===== src/rtl/nn_fixed_pkg.sv =====
// rtl/nn_fixed_pkg.sv - fixed-point format helpers shared by the neuron datapath
package nn_fixed_pkg;

   function automatic int frac_bits(input int width, input int int_bits);
      return width - int_bits;
   endfunction

   // Distance between binary points; the direction comes from align_left().
   function automatic int align_shift(input int din_frac, input int dout_frac);
      return (dout_frac >= din_frac) ? (dout_frac - din_frac) : (din_frac - dout_frac);
   endfunction

   function automatic bit align_left(input int din_frac, input int dout_frac);
      return dout_frac >= din_frac;
   endfunction

   localparam int DEF_ALIGN_SHIFT = align_shift(frac_bits(16, 4), frac_bits(32, 14));

   function automatic logic [63:0] signed_max(input int width);
      return (64'd1 << (width - 1)) - 64'd1;
   endfunction

   function automatic logic [63:0] signed_min(input int width);
      return 64'd1 << (width - 1);
   endfunction

endpackage


===== src/rtl/signed_accumulator_if.sv =====
// rtl/signed_accumulator_if.sv - sample-in / frame-sum-out bundle of the accumulator
interface signed_accumulator_if #(
   parameter int DIN_WIDTH  = 16,
   parameter int DOUT_WIDTH = 32
);
   logic [DIN_WIDTH-1:0]  din;
   logic                  en;
   logic                  last;
   logic [DOUT_WIDTH-1:0] dout;
   logic                  dout_valid;

   modport master (output din, en, last, input dout, dout_valid);
   modport slave  (input din, en, last, output dout, dout_valid);
endinterface


===== src/rtl/sig_align.sv =====
// rtl/sig_align.sv - combinational din-format to dout-format converter
module sig_align #(
   parameter int DIN_WIDTH  = 16,
   parameter int DOUT_WIDTH = 32,
   parameter int SHIFT      = 6,
   parameter bit SHIFT_LEFT = 1'b1
) (
   input  logic [DIN_WIDTH-1:0]  din_i,
   output logic [DOUT_WIDTH-1:0] aligned_o
);
   // Work in a width that holds both formats so a right shift never loses the sign.
   localparam int W = DIN_WIDTH + DOUT_WIDTH;

   logic signed [W-1:0] ext;
   logic signed [W-1:0] shifted;

   assign ext = {{DOUT_WIDTH{din_i[DIN_WIDTH-1]}}, din_i};

   if (SHIFT_LEFT) begin : g_left
      assign shifted = ext <<< SHIFT;
   end else begin : g_right
      assign shifted = ext >>> SHIFT;
   end

   assign aligned_o = shifted[DOUT_WIDTH-1:0];
endmodule


===== src/rtl/signed_accumulator.sv =====
// rtl/signed_accumulator.sv - signed frame accumulator; SIG_ACC_SAT_EN selects saturating adds
module signed_accumulator
   import nn_fixed_pkg::*;
#(
   parameter int DIN_WIDTH  = 16,
   parameter int DIN_INT    = 4,
   parameter int DOUT_WIDTH = 32,
   parameter int DOUT_INT   = 14
) (
   input  logic                   clk,
   input  logic                   rst,
   signed_accumulator_if.slave    bus
);
   localparam int DIN_FRAC  = frac_bits(DIN_WIDTH, DIN_INT);
   localparam int DOUT_FRAC = frac_bits(DOUT_WIDTH, DOUT_INT);
   localparam int SHIFT     = align_shift(DIN_FRAC, DOUT_FRAC);
   localparam bit LEFT      = align_left(DIN_FRAC, DOUT_FRAC);

   if (DOUT_INT < DIN_INT) begin : g_bad_format
      $error("signed_accumulator: DOUT_INT must be >= DIN_INT");
   end

   logic [DOUT_WIDTH-1:0] aligned;
   logic [DOUT_WIDTH-1:0] sum;
   logic [DOUT_WIDTH-1:0] acc_q, acc_d;
   logic [DOUT_WIDTH-1:0] dout_q, dout_d;
   logic                  valid_q, valid_d;

   sig_align #(
      .DIN_WIDTH  (DIN_WIDTH),
      .DOUT_WIDTH (DOUT_WIDTH),
      .SHIFT      (SHIFT),
      .SHIFT_LEFT (LEFT)
   ) u_align (
      .din_i     (bus.din),
      .aligned_o (aligned)
   );

`ifdef SIG_ACC_SAT_EN
   localparam logic [63:0] SAT_MAX_W = signed_max(DOUT_WIDTH);
   localparam logic [63:0] SAT_MIN_W = signed_min(DOUT_WIDTH);
   localparam logic [DOUT_WIDTH-1:0] SAT_MAX = SAT_MAX_W[DOUT_WIDTH-1:0];
   localparam logic [DOUT_WIDTH-1:0] SAT_MIN = SAT_MIN_W[DOUT_WIDTH-1:0];

   logic [DOUT_WIDTH:0] wide;

   // One guard bit: overflow shows up as the two top bits disagreeing.
   always_comb begin
      wide = {acc_q[DOUT_WIDTH-1], acc_q} + {aligned[DOUT_WIDTH-1], aligned};
      sum  = wide[DOUT_WIDTH-1:0];
      if (wide[DOUT_WIDTH] != wide[DOUT_WIDTH-1]) begin
         sum = wide[DOUT_WIDTH] ? SAT_MIN : SAT_MAX;
      end
   end
`else
   assign sum = acc_q + aligned;
`endif

   always_comb begin
      acc_d   = acc_q;
      dout_d  = dout_q;
      valid_d = 1'b0;
      if (bus.en) begin
         if (bus.last) begin
            dout_d  = sum;
            acc_d   = '0;
            valid_d = 1'b1;
         end else begin
            acc_d = sum;
         end
      end
   end

   always_ff @(posedge clk or negedge rst) begin
      if (!rst) begin
         acc_q   <= '0;
         dout_q  <= '0;
         valid_q <= 1'b0;
      end else begin
         acc_q   <= acc_d;
         dout_q  <= dout_d;
         valid_q <= valid_d;
      end
   end

   assign bus.dout       = dout_q;
   assign bus.dout_valid = valid_q;
endmodule


===== src/flat_wrapper.sv =====
// flat-port wrapper written by rule: the top's interface ports become plain ports
module signed_accumulator_flat import nn_fixed_pkg::*;
#(
   parameter int DIN_WIDTH  = 16,
   parameter int DIN_INT    = 4,
   parameter int DOUT_WIDTH = 32,
   parameter int DOUT_INT   = 14
)
  (clk, rst, bus_din, bus_en, bus_last, bus_dout, bus_dout_valid);
  signed_accumulator_if #(.DIN_WIDTH(DIN_WIDTH), .DOUT_WIDTH(DOUT_WIDTH)) bus_i ();
  input  logic clk;
  input  logic rst;
  input wire logic [$bits(bus_i.din)-1:0] bus_din;
  input wire logic [$bits(bus_i.en)-1:0] bus_en;
  input wire logic [$bits(bus_i.last)-1:0] bus_last;
  output wire logic [$bits(bus_i.dout)-1:0] bus_dout;
  output wire logic [$bits(bus_i.dout_valid)-1:0] bus_dout_valid;
  assign bus_i.din = bus_din;
  assign bus_i.en = bus_en;
  assign bus_i.last = bus_last;
  assign bus_dout = bus_i.dout;
  assign bus_dout_valid = bus_i.dout_valid;
  signed_accumulator #(.DIN_WIDTH(DIN_WIDTH), .DIN_INT(DIN_INT), .DOUT_WIDTH(DOUT_WIDTH), .DOUT_INT(DOUT_INT)) u_core (.clk(clk), .rst(rst), .bus(bus_i));
endmodule

===== config.mk =====
export PLATFORM = sky130hd
export DESIGN_NAME = signed_accumulator_flat
export DESIGN_NICKNAME = d
export VERILOG_FILES = /design/src/rtl/nn_fixed_pkg.sv /design/src/rtl/signed_accumulator_if.sv /design/src/rtl/sig_align.sv /design/src/rtl/signed_accumulator.sv /design/src/flat_wrapper.sv
export SDC_FILE = /design/constraint.sdc
export NUM_CORES = 1
export LEC_CHECK = 0
export CORE_UTILIZATION = 40
export DETAILED_ROUTE_END_ITERATION = 16
export RECOVER_POWER = 25
export SLEW_MARGIN = 30
export SYNTH_ARGS = -nofsm -noshare
export SYNTH_HDL_FRONTEND = slang
export SYNTH_SLANG_ARGS = --single-unit

===== constraint.sdc =====
create_clock -name clk -period 2.95 [get_ports clk]
set_clock_uncertainty 0.2 [all_clocks]
set_input_delay 0.295 -clock clk [delete_from_list [all_inputs] [get_ports clk]]
set_output_delay 0.295 -clock clk [all_outputs]
set_load 0.05 [all_outputs]

==> results of run 1 <==
==> stage by stage <==
step | std cells | utilization, % | TNS [ns] | instance area [um^2] | setup slack, ns
2_1_floorplan | 385 | - | 0 | 3570 | 0.301
3_3_place_gp | 567 | 53.1 | -0.980 | 4450 | -0.129
3_5_place_dp | 567 | 53.1 | -1.58 | 4450 | -0.169
4_1_cts | 576 | 54.4 | 0 | 4560 | 0.147
5_1_grt | 576 | 54.4 | 0 | 4560 | 0.0205
6_report | 576 | 54.4 | 0 | 4560 | 0.162
==> cell type report <==
| cell class | count | area [um^2] |
|---|---|---|
| clock buffers | 5 | 68.8 |
| well taps | 105 | 131 |
| flip-flops and latches | 53 | 1330 |
| multi-input cells | 296 | 2070 |
| inverters | 12 | 45.0 |
| repair buffers | 102 | 887 |
| clock inverters | 3 | 28.8 |
| fillers | 778 | 3820 |
==> routing by layer <==
layer / vias up / routed length [um] / global-route usage [%]
met5: - / 0 / 0
met4: 0 / 104 / 4.73
met3: 10 / 448 / 3.08
met2: 71 / 4050 / 34.0
met1: 1482 / 4400 / 30.1
li1: 1565 / - / -
==> layout by cell type (no fill, tap or decap), drive strengths merged, types with 4 or more instances in the layout <==
cell / n
a21o: 9
a21oi: 22
a31o: 4
and2: 5
and4: 7
buf: 55
clkbuf: 6
clkdlybuf4s50: 44
conb: 6
dfrtp: 53
ha: 25
inv: 14
nand2: 45
nand3: 12
nor2: 15
nor2b: 5
nor3: 9
o21a: 4
o21ai: 37
o2bb2ai: 17
o31ai: 5
or3: 7
xnor2: 10
xor2: 10
==> worst paths after layout <==
check,from,slack [ns],depth (start not counted),endpoint
worst max-delay path,u_core.acc_q[6],0.16,10,u_core.acc_q[28]
worst min-delay path,u_core.bus.dout[15],0.29,2,u_core.bus.dout[15]
worst max register to register,u_core.acc_q[6],0.16,10,u_core.acc_q[28]
worst min register to register,u_core.bus.dout[15],0.29,2,u_core.bus.dout[15]
max in group asynchronous,rst,0.50,3,u_core.acc_q[31]
min in group asynchronous,rst,0.69,2,u_core.bus.dout[28]
==> worst register-to-register path: stages, from the launching register on <==
cell and delay [ns]:
dfrtp_1 0.40, ha_1 0.21, fa_1 0.40, a21o_1 0.19, a21o_1 0.20, a21oi_1 0.14
buf_4 0.14, o21ai_4 0.10, a31oi_4 0.25, nor3_1 0.09, or3b_1 0.36
==> sequential cells by signal, summed over array words and instances (netlist names) <==
register / cells
u_core.acc_q: 26
u_core.bus.dout_valid: 1
u_core.bus.dout: 26
==> cell families after synthesis <==
kind of cell / after synthesis / synth area share (%)
compound gates: 123 / 25.2
xor+xnor: 21 / 5.57
buf+inv: 36 / 4.80
fa+ha+maj: 26 / 9.38
other cells: 1 / 0.106
flops: 53 / 37.4
simple gates: 115 / 16.0
mux: 5 / 1.52
==> report_power, final <==
| part | switching (mW) | internal [mW] | leakage [nW] |
|---|---|---|---|
| clock network | 0.286 | 0.179 | 0.0506 |
| logic | 1.77 | 1.28 | 1.38 |
| registers | 0.179 | 1.02 | 0.670 |
| total | 2.23 | 2.47 | 2.10 |
==> what timing repair did <==
| item | CTS | global route |
|---|---|---|
| hold buffers | 1 | 0 |
| endpoints found under the hold margin | 27 | 0 |
| resized for setup | 0 | 0 |
| setup buffers | 0 | 0 |
==> impl_metrics.yaml, run 1 <==
grt:
  grt_pass1_wl_um: 15100
  grt_usage_pct: 21.2
  antenna_found_initial: 0
  grt_max_degree: 29
  grt-ovfl-total: 0
  grt_pass1_vias: 3124
route:
  drt_iter0_drc: 108
  dr.pass1.iters: 4
  wl_um: 9010
  drc: 0
  via_per_inst: 5.43
  ant_nets: 0
  vias: 3128
  post_drt_wl_per_cell_um: 15.6
status:
  status: "finished, violations left"
  violations: "capacitance limit, slew limit"
layout:
  n_antenna_cell: 0
  syn_to_final_growth_pct: 28.5
  drive_gt1_share_pct: 17.2
  nets: 516
power_and_ir_drop:
  power_density_nw_per_um2: 1030
  leakagePower_nw: 2.10
  power.total_mw: 4.71
  ir_drop_uv: 530
clock_network:
  clock_path_buffers: 2
  cts_tree: "yes"
  clock_sinks: 53
  worstSkewPairLatency_ns: 0.32
  h-tree-depth: 2
  cts.clk_slew.worst_paths_ns: 0.12
  cts_made_buffers: 5
  cts-root-buf: "clkbuf_8"
synthesis:
  synth_cells: 380
  synth_top_area_cell: "dfrtp_1"
  synth.distinct_cells: 58
  yosys_warnings: 0
  async_reset_ff_share_pct: 100
  seq_area_frac_synth_pct: 37.4
  synth_area_leaders: "dfrtp_1, ha_1, nand2_1, o21ai_0, o2bb2ai_1"
  synth-seq-cells: 53
  synth_commonest_cells: "dfrtp_1, nand2_1, o21ai_0, ha_1, a21oi_1"
  postSynthAreaPerCell_um2: 9.34
  syn_area_um2: 3550
  synthFlopType: "dfrtp_1"
  synthMostInstantiatedCell: "dfrtp_1"
  synth_top_area_share_pct: 37.4
  synth_edf_count: 0
job:
  cap_violations: 1
timing:
  final_max_slew_viol_count: 29
  finalCriticalPeriod_ns: 2.79
  whs_ns: 0.290
  fin_crit_sh_pct: 94.5
  maxSlewHeadroom_pct: -5.09
  fmax_mhz: 359
  setup_violations: 0
  worst_pin_slew_ns: 1.58
  final_hold_viol_count: 0
  rsz0062_at_grt: "false"
critical_path:
  start_kind: "register"
  cp.arrival_ns: 2.80
  crit_type: "reg2reg"
  cp_top_family: "compound AO/OA/AOI/OAI gates"
  critPathMaxStageDelay_ns: 0.40
  cp_cell_sequence: "ha_1 -> fa_1 -> a21o_1 -> a21o_1 -> a21oi_1 -> buf_4 -> o21ai_4 -> a31oi_4 -> nor3_1 -> or3b_1"
  required_ns: 2.96
  critPathCaptureType: "register"
  cp_common_cell: "a21o_1"
  timing.critical_path.buf_inv: 1
  crit_fanout: 7
  crit_slowest_cell: "dfrtp_1"
floorplan:
  start_util_pct: 42.3
  die_width_um: 96.2
  die_h_um: 96.2
  ios: 53
  die_area_um2: 9250
  rows: 33
  core_area_um2: 8380
hold_path:
  hp-class: "reg2reg"
placement:
  dp_hpwl_um: 6850
  place.gp.congestion: 0.857
  portBuffers: 46
Note: power is estimated with default switching activity, not from simulation.
==> run 2: changes to the inputs <==
--- a/config.mk
+++ b/config.mk
@@ -8,7 +8,6 @@
 export CORE_UTILIZATION = 40
 export DETAILED_ROUTE_END_ITERATION = 16
 export RECOVER_POWER = 25
-export SLEW_MARGIN = 30
 export SYNTH_ARGS = -nofsm -noshare
 export SYNTH_HDL_FRONTEND = slang
 export SYNTH_SLANG_ARGS = --single-unit
==> constraint.sdc (replaced) <==
create_clock -name clk -period 3.55 [get_ports clk]
set_clock_uncertainty 0.2 [all_clocks]
set_input_delay 0.355 -clock clk [delete_from_list [all_inputs] [get_ports clk]]
set_output_delay 0.355 -clock clk [all_outputs]
set_load 0.05 [all_outputs]
==> impl_metrics.yaml, run 2 (synthesis gave the netlist of run 1 again) <==
status:
  status: "finished, violations left"
  violations: "capacitance limit, slew limit"
placement:
  portBuffers: 46
  dp_slack_ns: 0.225
  placed_area_um2: 4140
  dp_hpwl_um: 6660
  place.gp.congestion: 0.892
  dp.cells: 527
critical_path:
  crit_slowest_cell: "dlygate4sd3_1"
  r2r-start: "u_core.acc_q[6]"
  r2r-end: "u_core.acc_q[28]"
  critPathMaxStageDelay_ns: 0.54
  cp.arrival_ns: 3.11
  r2r_slack_ns: 0.64
  r2r_cells: 9
  cp_common_cell: "a21o_1"
  crit_fanout: 7
  cp_cell_sequence: "dlygate4sd3_1 -> ha_1 -> fa_1 -> a21o_1 -> a21o_1 -> a21oi_1 -> o21ai_4 -> a31oi_4 -> nor3_1 -> or3b_1"
  start_kind: "primary input"
  critPathCaptureType: "register"
  required_ns: 3.56
  crit_type: "in2reg"
clock_network:
  cts.clk_slew.worst_paths_ns: 0.11
  worstSkewPairLatency_ns: 0.32
  post-cts-setup-buffers: 0
  clock_path_buffers: 2
  h-tree-depth: 2
  cts_made_buffers: 5
  cts_tree: "yes"
  cts-root-buf: "clkbuf_8"
  clock_sinks: 53
hold_path:
  min_from: "u_core.bus.dout[17]"
  holdPathEnd: "u_core.bus.dout[17]"
  hp-class: "reg2reg"
  hold_depth: 2
timing:
  tns_ns: 0
  final_hold_viol_count: 0
  fmax_mhz: 323
  worst_pin_slew_ns: 1.79
  fin_crit_sh_pct: 87.3
  finalCriticalPeriod_ns: 3.10
  setup_violations: 0
  final_max_slew_viol_count: 33
  maxSlewHeadroom_pct: -19.3
  setup_slack_ns: 0.452
  rsz0062_at_grt: "false"
  whs_ns: 0.292
layout:
  syn_to_final_growth_pct: 20.2
  drive_gt1_share_pct: 9.51
  most-common-layout-cells: "dfrtp_1, nand2_1, clkdlybuf4s50_1"
  utilization_pct: 50.9
  seq_area_um2: 1330
  fillers: 788
  nets: 476
  n_antenna_cell: 0
  final_area_um2: 4270
  final_common_cell: "dfrtp_1"
  fin_cells: 536
  multi_input_comb_area_um2: 2070
floorplan:
  core_area_um2: 8380
  die_h_um: 96.2
  die_width_um: 96.2
  die_area_um2: 9250
  rows: 33
  start_util_pct: 42.3
  ios: 53
grt:
  grt_usage_pct: 21.3
  grt_pass1_wl_um: 14900
  grt-ovfl-total: 0
  grt_max_degree: 40
  grt_pass1_vias: 2923
  antenna_found_initial: 0
power_and_ir_drop:
  power_density_nw_per_um2: 883
  sw_frac_of_total_pct: 48.3
  pwr-share-comb_pct: 61.8
  seq_power_share_pct: 26.3
  ir_drop_uv: 385
  leakagePower_nw: 1.91
  power.total_mw: 3.77
  p_switching_mw: 1.82
  pwr-share-clk_pct: 11.9
  internal_power_mw: 1.95
route:
  drt_iter0_drc: 94
  vias: 2923
  wl_um: 9020
  post_drt_wl_per_cell_um: 16.8
  dr.pass1.iters: 4
  via_per_inst: 5.45
  ant_nets: 0
  drc: 0
job:
  cap_violations: 1
-- run 2: changes by cell type in the layout (fill, tap and decap cells not counted), sizes merged --
cell	delta
buf	-40
bufinv	+1
clkdlybuf4s50	-1
clkinv	-1
dlygate4sd3	+1
-- run 2: what timing repair did --
action                                 CTS  global route
hold buffers                             1             0
endpoints found under the hold margin   31             0
resized for setup                        0             0
-- run 2: routing by layer --
layer	track usage, %	part of all wire [%]
met3	3.16	3.7
met1	29.9	49
met4	5.47	1.3
met5	0	0
met2	34.0	46
-- run 2: power groups by stage --
stage	clock network (mW)	registers (mW)	logic [mW]
finish	0.447	0.992	2.33
global route	0.479	1.03	2.54
CTS	0.456	0.996	2.33
detailed placement	0	1.01	2.32
global placement	0	1.00	2.31
floorplan	0	1.45	1.21
-- run 2: final cells by class --
type / instances / area share [%]
inverters: 12 / 1.06
repair buffers: 62 / 13.5
clock buffers: 5 / 1.61
multi-input cells: 296 / 48.5
clock inverters: 3 / 1.11
flip-flops and latches: 53 / 31.1
well taps: 105 / 3.08
-- run 2: worst max path at each step --
stage / start / slack (ns) / endpoint / cells after the start
global placement: bus_din[0] / 0.28 / u_core.acc_q[28] / 10
detailed placement: bus_din[0] / 0.23 / u_core.acc_q[28] / 10
floorplan: u_core.acc_q[6] / 0.90 / u_core.acc_q[28] / 9
global route: bus_din[0] / 0.29 / u_core.acc_q[28] / 10
finish: bus_din[0] / 0.45 / u_core.acc_q[28] / 10
CTS: bus_din[0] / 0.57 / u_core.acc_q[28] / 10
-- run 2: critical path, delay by kind of cell --
family	cells	cell delay [ns]
adder cells (fa/ha/maj)	2	0.64
AO/OA/AOI/OAI	5	1.13
buffers and inverters	1	0.54
AND/OR/NAND/NOR	2	0.44
==> run 3: changes to the inputs <==
--- a/config.mk
+++ b/config.mk
@@ -5,8 +5,9 @@
 export SDC_FILE = /design/constraint.sdc
 export NUM_CORES = 1
 export LEC_CHECK = 0
-export CORE_UTILIZATION = 40
+export CORE_UTILIZATION = 48
 export DETAILED_ROUTE_END_ITERATION = 16
+export PLACE_DENSITY = 0.72
 export RECOVER_POWER = 25
 export SYNTH_ARGS = -nofsm -noshare
 export SYNTH_HDL_FRONTEND = slang
==> impl_metrics.yaml, run 3 (synthesis gave the netlist of run 1 again) <==
critical_path:
  timing.critical_path.buf_inv: 2
  start_kind: "primary input"
  r2r_slack_ns: 0.71
  cp_cell_sequence: "clkdlybuf4s50_1 -> buf_4 -> ha_1 -> nand3_1 -> o221ai_1 -> a41o_1 -> a21oi_1 -> o31a_1 -> xnor3_1 -> mux2_2"
  cp_top_family: "buffers and inverters"
  crit_type: "in2reg"
  crit_fanout: 8
  r2r-end: "u_core.acc_q[28]"
  cp-startpoint: "bus_din[15]"
  crit_slowest_cell: "clkdlybuf4s50_1"
  cp.depth: 10
  critPathCaptureType: "register"
  r2r-start: "u_core.acc_q[6]"
  crit_end: "u_core.bus.dout[31]"
  cp.arrival_ns: 3.03
  required_ns: 3.56
  r2r_cells: 9
  critPathMaxStageDelay_ns: 0.62
timing:
  worst_pin_slew_ns: 2.29
  finalCriticalPeriod_ns: 3.01
  rsz0062_at_grt: "false"
  final_max_slew_viol_count: 44
  final_hold_viol_count: 0
  fmax_mhz: 332
  setup_violations: 0
  fin_crit_sh_pct: 84.9
  maxSlewHeadroom_pct: -52.8
  tns_ns: 0
clock_network:
  ctsHoldBuffers: 0
  cts_made_buffers: 5
  clock_path_buffers: 2
  clock_sinks: 53
  cts_tree: "yes"
  h-tree-depth: 2
  post-cts-setup-buffers: 0
  cts_resized: 0
  cts-root-buf: "clkbuf_8"
  cts.clk_slew.worst_paths_ns: 0.11
  worstSkewPairLatency_ns: 0.32
layout:
  final_common_cell: "dfrtp_1"
  fillers: 614
  syn_to_final_growth_pct: 19.0
  drive_gt1_share_pct: 8.25
  fin_cells: 520
  most-common-layout-cells: "dfrtp_1, nand2_1, clkdlybuf4s50_1"
  multi_input_comb_area_um2: 2070
  nets: 469
  n_antenna_cell: 0
  seq_area_um2: 1330
route:
  wl_um: 8450
  via_per_inst: 5.81
  vias: 3023
  post_drt_wl_per_cell_um: 16.3
  dr.pass1.iters: 4
  ant_nets: 0
  drt_iter0_drc: 187
  drc: 0
hold_path:
  hp-class: "reg2reg"
  min_from: "u_core.bus.dout[20]"
grt:
  grt_max_degree: 44
  grt_usage_pct: 24.1
  grt_pass1_vias: 2927
  grt-ovfl-total: 0
  grt_pass1_wl_um: 14300
  antenna_found_initial: 0
power_and_ir_drop:
  pwr-share-clk_pct: 13.2
  sw_frac_of_total_pct: 47.5
  p_switching_mw: 1.80
  internal_power_mw: 1.99
  pwr-share-comb_pct: 60.5
  power_density_nw_per_um2: 897
  ir_drop_uv: 507
  leakagePower_nw: 1.89
  seq_power_share_pct: 26.4
  power.total_mw: 3.79
floorplan:
  ios: 53
  die_area_um2: 7740
  rows: 30
  core_area_um2: 6980
  start_util_pct: 50.8
  die_h_um: 88.0
  die_width_um: 88.0
status:
  violations: "capacitance limit, slew limit"
  status: "finished, violations left"
job:
  cap_violations: 1
placement:
  portBuffers: 46
  place.gp.congestion: 0.968
  dp.cells: 512
  dp_hpwl_um: 6210
==> run 3: changes by cell type in the layout (fill, tap and decap cells not counted), sizes merged <==
cell and delta:
inv -1, dlygate4sd3 -3, buf -6, bufinv +1, clkdlybuf4s50 +2
==> run 3: worst min-delay path by stage <==
| stage | endpoint | slack [ns] | depth (start not counted) |
|---|---|---|---|
| 3_5_place_dp | u_core.bus.dout[20] | 0.27 | 2 |
| 2_1_floorplan | u_core.acc_q[10] | -0.14 | 0 |
| 4_1_cts | u_core.bus.dout_valid | 0.01 | 1 |
| 6_report | u_core.bus.dout[20] | 0.28 | 2 |
| 3_3_place_gp | u_core.bus.dout[29] | 0.26 | 2 |
| 5_1_grt | u_core.bus.dout[20] | 0.32 | 2 |
==> run 3: tightest hold or removal path, cell delays in order, from the launching register on <==
cell     delay [ns]
dfrtp_1        0.35
nand2_1        0.04
o21ai_0        0.06
==> run 3: layout make-up <==
cell class | instances | area share, %
Sequential cell | 53 | 31.4
Inverter | 12 | 1.07
Multi-Input combinational cell | 296 | 49.1
Clock inverter | 3 | 1.63
Clock buffer | 5 | 1.63
Tap cell | 96 | 2.85
Timing Repair Buffer | 55 | 12.4
==> run 3: per-stage QoR <==
| step | util, % | area (um^2) | hold slack, ns | worst slack, ns |
|---|---|---|---|---|
| 2_1_floorplan | - | 3570 | -0.141 | 0.901 |
| 3_5_place_dp | 58.5 | 4090 | 0.270 | 0.230 |
| 6_report | 60.5 | 4220 | 0.283 | 0.537 |
| 5_1_grt | 60.5 | 4220 | 0.318 | 0.358 |
| 4_1_cts | 60.5 | 4220 | 0.0121 | 0.572 |
| 3_3_place_gp | 58.5 | 4090 | 0.265 | 0.289 |
==> run 3: layer usage <==
metal,vias up,share of wire (%),global-route usage (%)
li1,1469,-,-
met1,1442,45,33.4
met2,95,48,39.2
met3,17,5.0,2.83
met4,0,1.9,8.05
met5,-,0,0
==> run 3: power groups by stage <==
stage / Sequential, mW / Clock, mW / Combinational, mW
after global routing: 1.03 / 0.537 / 2.49
after global placement: 1.00 / 0 / 2.24
final: 0.999 / 0.499 / 2.29
after CTS: 0.999 / 0.510 / 2.28
after floorplan: 1.45 / 0 / 1.21
after detailed placement: 1.01 / 0 / 2.27
